**config.mk**
```make
export PLATFORM = sky130hd
export DESIGN_NAME = piso_serializer
export DESIGN_NICKNAME = d
export VERILOG_FILES = /design/src/rtl/piso_pkg.sv /design/src/rtl/sync_fifo.sv /design/src/rtl/piso_serializer.sv
export SDC_FILE = /design/constraint.sdc
export NUM_CORES = 1
export LEC_CHECK = 0
export CAP_MARGIN = 20
export CORE_ASPECT_RATIO = 0.75
export CORE_MARGIN = 2
export CORE_UTILIZATION = 45
export CTS_CLUSTER_SIZE = 8
export DETAILED_ROUTE_END_ITERATION = 8
export PLACE_DENSITY = 0.73
export REMOVE_ABC_BUFFERS = 1
export SYNTH_ARGS = -nofsm -noshare
export SYNTH_HDL_FRONTEND = slang
export SYNTH_SLANG_ARGS = --single-unit
```
**constraint.sdc**
```tcl
create_clock -name clk -period 2.2 [get_ports clk]
set_input_delay 0.44 -clock clk [delete_from_list [all_inputs] [get_ports clk]]
set_output_delay 0.44 -clock clk [all_outputs]
set_load 0.02 [all_outputs]
```
**src/rtl/piso_pkg.sv**
```systemverilog
// rtl/piso_pkg.sv - shared types and defaults for the PISO serializer
package piso_pkg;

    // Serializer control states
    typedef enum logic [1:0] {
        IDLE  = 2'd0,
        SHIFT = 2'd1,
        GAP   = 2'd2
    } piso_state_e;

    // Word width of the downstream SIPO deserializer this block feeds
    localparam int WORD_W_DEFAULT = 4;

endpackage

```
**src/rtl/sync_fifo.sv**
```systemverilog
// rtl/sync_fifo.sv - single-clock FIFO with registered count, full and empty
module sync_fifo #(
    parameter  int WIDTH = 4,
    parameter  int DEPTH = 2,
    localparam int AW    = $clog2(DEPTH),
    localparam int CW    = AW + 1
) (
    input  logic             clk,
    input  logic             rst_n,
    input  logic             push,
    input  logic [WIDTH-1:0] push_data,
    input  logic             pop,
    output logic [WIDTH-1:0] pop_data,
    output logic             full,
    output logic             empty,
    output logic [CW-1:0]    count
);

    logic [WIDTH-1:0] mem_q [DEPTH];
    logic [AW-1:0]    wr_ptr_q, wr_ptr_d;
    logic [AW-1:0]    rd_ptr_q, rd_ptr_d;
    logic [CW-1:0]    count_q, count_d;
    logic             push_ok;
    logic             pop_ok;

    // Overflow/underflow requests are ignored so the pointers never desync
    assign push_ok = push && !full;
    assign pop_ok  = pop && !empty;

    assign full     = (count_q == CW'(DEPTH));
    assign empty    = (count_q == '0);
    assign count    = count_q;
    assign pop_data = mem_q[rd_ptr_q];

    // Next pointers and occupancy; DEPTH is a power of two so pointers wrap naturally
    always_comb begin
        wr_ptr_d = wr_ptr_q + AW'(push_ok);
        rd_ptr_d = rd_ptr_q + AW'(pop_ok);
        count_d  = count_q + CW'(push_ok) - CW'(pop_ok);
    end

    // Pointer and count registers
    always_ff @(posedge clk or negedge rst_n) begin
        if (!rst_n) begin
            wr_ptr_q <= '0;
            rd_ptr_q <= '0;
            count_q  <= '0;
        end else begin
            wr_ptr_q <= wr_ptr_d;
            rd_ptr_q <= rd_ptr_d;
            count_q  <= count_d;
        end
    end

    // Storage array; contents are don't-care until written so no reset
    always_ff @(posedge clk) begin
        if (push_ok) begin
            mem_q[wr_ptr_q] <= push_data;
        end
    end

endmodule

```
**src/rtl/piso_serializer.sv**
```systemverilog
// rtl/piso_serializer.sv - FIFO-buffered MSB-first serializer with optional idle gap
module piso_serializer #(
    parameter int WIDTH = piso_pkg::WORD_W_DEFAULT,
    parameter int DEPTH = 2,
    parameter int GAP   = 0
) (
    input  logic             clk,
    input  logic             rst_n,
    input  logic             in_valid,
    output logic             in_ready,
    input  logic [WIDTH-1:0] p_in,
    output logic             out_valid,
    output logic             s_out,
    output logic             busy
);

    import piso_pkg::*;

    localparam int BCW = (WIDTH > 1) ? $clog2(WIDTH) : 1;
    localparam int GCW = (GAP > 0) ? $clog2(GAP + 1) : 1;
    localparam int CW  = $clog2(DEPTH) + 1;

    localparam logic [BCW-1:0] BIT_LAST = BCW'(WIDTH - 1);
    localparam logic [GCW-1:0] GAP_LAST = GCW'((GAP > 0) ? GAP - 1 : 0);

    piso_state_e      state_q, state_d;
    logic [WIDTH-1:0] shift_q, shift_d;
    logic [BCW-1:0]   bit_cnt_q, bit_cnt_d;
    logic [GCW-1:0]   gap_cnt_q, gap_cnt_d;

    logic             in_push;
    logic             fifo_pop;
    logic [WIDTH-1:0] fifo_rdata;
    logic             fifo_full;
    logic             fifo_empty;
    logic [CW-1:0]    fifo_count;

    assign in_push = in_valid && in_ready;

    sync_fifo #(
        .WIDTH (WIDTH),
        .DEPTH (DEPTH)
    ) u_fifo (
        .clk       (clk),
        .rst_n     (rst_n),
        .push      (in_push),
        .push_data (p_in),
        .pop       (fifo_pop),
        .pop_data  (fifo_rdata),
        .full      (fifo_full),
        .empty     (fifo_empty),
        .count     (fifo_count)
    );

    // Every output comes from registered state only
    assign in_ready  = !fifo_full;
    assign out_valid = (state_q == SHIFT);
    assign s_out     = out_valid && shift_q[WIDTH-1];
    assign busy      = (state_q != IDLE) || (fifo_count != '0);

    // Control: load a word, shift it out MSB first, then optionally idle for GAP cycles
    always_comb begin
        state_d   = state_q;
        shift_d   = shift_q;
        bit_cnt_d = bit_cnt_q;
        gap_cnt_d = gap_cnt_q;
        fifo_pop  = 1'b0;
        case (state_q)
            IDLE: begin
                if (!fifo_empty) begin
                    fifo_pop  = 1'b1;
                    shift_d   = fifo_rdata;
                    bit_cnt_d = '0;
                    state_d   = SHIFT;
                end
            end
            SHIFT: begin
                shift_d   = shift_q << 1;
                bit_cnt_d = bit_cnt_q + 1'b1;
                if (bit_cnt_q == BIT_LAST) begin
                    bit_cnt_d = '0;
                    if (GAP > 0) begin
                        gap_cnt_d = '0;
                        state_d   = piso_pkg::GAP;
                    end else if (!fifo_empty) begin
                        // Chain the next word with no bubble
                        fifo_pop = 1'b1;
                        shift_d  = fifo_rdata;
                    end else begin
                        state_d = IDLE;
                    end
                end
            end
            piso_pkg::GAP: begin
                gap_cnt_d = gap_cnt_q + 1'b1;
                if (gap_cnt_q == GAP_LAST) begin
                    gap_cnt_d = '0;
                    if (!fifo_empty) begin
                        fifo_pop  = 1'b1;
                        shift_d   = fifo_rdata;
                        bit_cnt_d = '0;
                        state_d   = SHIFT;
                    end else begin
                        state_d = IDLE;
                    end
                end
            end
            default: begin
                state_d = IDLE;
            end
        endcase
    end

    // State, shift register and counters; reset drops any partial word at once
    always_ff @(posedge clk or negedge rst_n) begin
        if (!rst_n) begin
            state_q   <= IDLE;
            shift_q   <= '0;
            bit_cnt_q <= '0;
            gap_cnt_q <= '0;
        end else begin
            state_q   <= state_d;
            shift_q   <= shift_d;
            bit_cnt_q <= bit_cnt_d;
            gap_cnt_q <= gap_cnt_d;
        end
    end

endmodule

```
==> metrics.txt <==
Post-CTS Resized 0; HPWL after DPL 961 µm; chip height 40.8 µm; Total Power 1.30 mW; worst hold margin 0.463 ns; RSZ-0062 raised after global routing false; largest net degree at the start of global routing 12; Comb power frac 0.402; clock power share 0.135; synthesized flop and latch total 19; Area Overhead vs Synth 19.4%; max-slew violation count 0; commonest cells in the netlist dfrtp_1 (11), edfxtp_1 (8), ha_1 (5), inv_1 (5), nand2_1 (5); Mapped Cells a little under 60; starting density of the core 0.475; vias per cell about 5.2; CTS Buf Count 3; Via Count 497; Cell variety after synth 22; Post-CTS Setup Inserts 0; Post-synth top flop dfrtp_1; EDFF count, synth 8; Nets 86; post-DR wirelength/cell roughly 13 µm; Clock Sinks 19; status completed; VDD IR max around 0.0007 V; type of origin of the critical path flip-flop; slack of the critical path 0.178 ns; sum of negative setup slack 0 ns; Synth Area per Inst between 10 and 15 µm²; PD cells roughly 1300 mW/mm²; DRC Markers 0; Flop pwr share 0.464; # setup viols final 0; Die Wd between 50 and 60 µm; Critical Path RT 1.76 ns; hold crit path type in -> async; max cap viols 0; clk_lat worst skew 0.30 ns; Hold-fix buffers, CTS 0; Max FO, Critical Path 8; CP arrival about 1.6 ns; fin cells 95; leak pwr 0.415 nW; initial antenna violation count 0; Buffers on Ports 10; Max Freq between 400 and 500 MHz; mapped cell area roughly 800 µm²; Final Critical Period between 2 and 2.5 ns; fin crit share 0.919; Synth top area share 0.340; critical path class reg -> out; dpl cells between 90 and 100; total gr overflow 0; antenna-violating nets left 0; 1st-iter DRT viols 5; TritonCTS clock tree done; n_diodes 0; layout cells sized above 1 0.137; Yosys warnings 0; sw power approximately 460 µW; Longest Clk Path Bufs 2; most common cell in the netlist dfrtp_1; sw frac 0.353; core area around 0.0017 mm²; GPL Wtd Cong 0.684; std cell rows 13; Max-slew headroom 0.672; Top Ports 11; Post-Route WL ~1300 µm; Final Hold Fails 0; worst slew pin tran 0.491 ns; H-tree depth 1; Reg clk slew, reported paths around 0.11 ns; Synth area leader dfrtp_1; total global-route track usage 0.144; register area share after synthesis 0.636; Worst Clk Skew approximately 0.0027 ns; CTS root buf clkbuf_4; vias in the first global route 464; top cells by area, synth dfrtp_1 (34%), edfxtp_1 (30%), ha_1 (7.7%), a221o_1 (3.7%), mux2i_1 (3.7%); Cell Int Power about 840 µW; TritonRoute pass-1 iters 4; first-pass GRT wire length around 2000 µm; fraction of registers with async set/reset 0.579; CP Capture Type output pin; dpl ws around 0.32 ns; Die ar. between 0.002 and 0.0025 mm²
==> power by group through the flow <==
stage | combinational, mW | sequential [mW] | clock, mW
4_1_cts | 0.531 | 0.604 | 0.184
3_5_place_dp | 0.528 | 0.613 | 0
5_1_grt | 0.593 | 0.618 | 0.198
3_3_place_gp | 0.502 | 0.608 | 0
6_report | 0.521 | 0.602 | 0.175
2_1_floorplan | 0.384 | 0.595 | 0
==> stage by stage <==
step | cell area [µm²] | util
global placement | 941 | 0.551
global route | 968 | 0.567
CTS | 968 | 0.567
floorplan | 806 | -
finish | 968 | 0.567
detailed placement | 941 | 0.551
==> worst max-delay path, stage by stage, from the launching register on <==
cell,delay [ns]
dfrtp_1,0.48
nor3_2,0.23
inv_1,0.05
clkdlybuf4s50_1,0.53
==> per-layer routing <==
metal,GRT usage,vias to the layer above,part of all wire
met2,0.241,13,0.47
met3,0.0766,2,0.056
met5,0,-,0
met4,0.0577,0,0.0080
met1,0.160,246,0.47
li1,-,236,-
==> registers in the layout (all words and copies together) (netlist names) <==
name and count:
bit_cnt_q 2, shift_q 4, state_q 1, u_fifo.count 2
u_fifo.mem_q 8, u_fifo.rd_ptr_q 1, u_fifo.wr_ptr_q 1
==> logic make-up (layout without fill, tap and decap cells) <==
| group | after synthesis | count (layout) | share of synthesized area |
|---|---|---|---|
| buf+inv | 6 | 20 | 0.0293 |
| fa+ha+maj | 5 | 5 | 0.0772 |
| compound gates | 7 | 7 | 0.0695 |
| flops | 19 | 19 | 0.636 |
| xor+xnor | 3 | 3 | 0.0324 |
| simple gates | 15 | 15 | 0.105 |
| mux | 4 | 4 | 0.0509 |
==> placed cells by master (no fill, tap or decap), drive strengths merged <==
cell type	count
buf	1
a22o	1
xor2	1
and2b	1
edfxtp	8
mux2	1
nor3	4
a221o	3
nor2	2
mux2i	3
xnor2	2
and2	2
or2b	1
clkbuf	3
nand2	5
o21a	1
dfrtp	11
clkinv	1
inv	5
o21ai	2
ha	5
clkdlybuf4s50	10
==> final cells by class <==
class	instances	area [µm²]
tap	22	27.5
clock buffer	3	22.5
sequential	19	515
inverter	5	18.8
fill	159	739
timing repair buffer	11	108
clock inverter	1	5.00
multi-input combinational	34	272
==> path summary, 6_finish.rpt <==
path / start / to / cells past startpoint / slack, ns
max in group asynchronous: rst_n / bit_cnt_q[0] / 1 / 1.41
min: rst_n / u_fifo.count[0] / 1 / 0.46
max reg2reg: bit_cnt_q[0] / u_fifo.count[1] / 8 / 0.32
min reg2reg: shift_q[3] / shift_q[3] / 1 / 0.52
min in group clk: shift_q[3] / shift_q[3] / 1 / 0.52
max: state_q[0] / busy / 3 / 0.18
(Power assumes the default switching activity.)
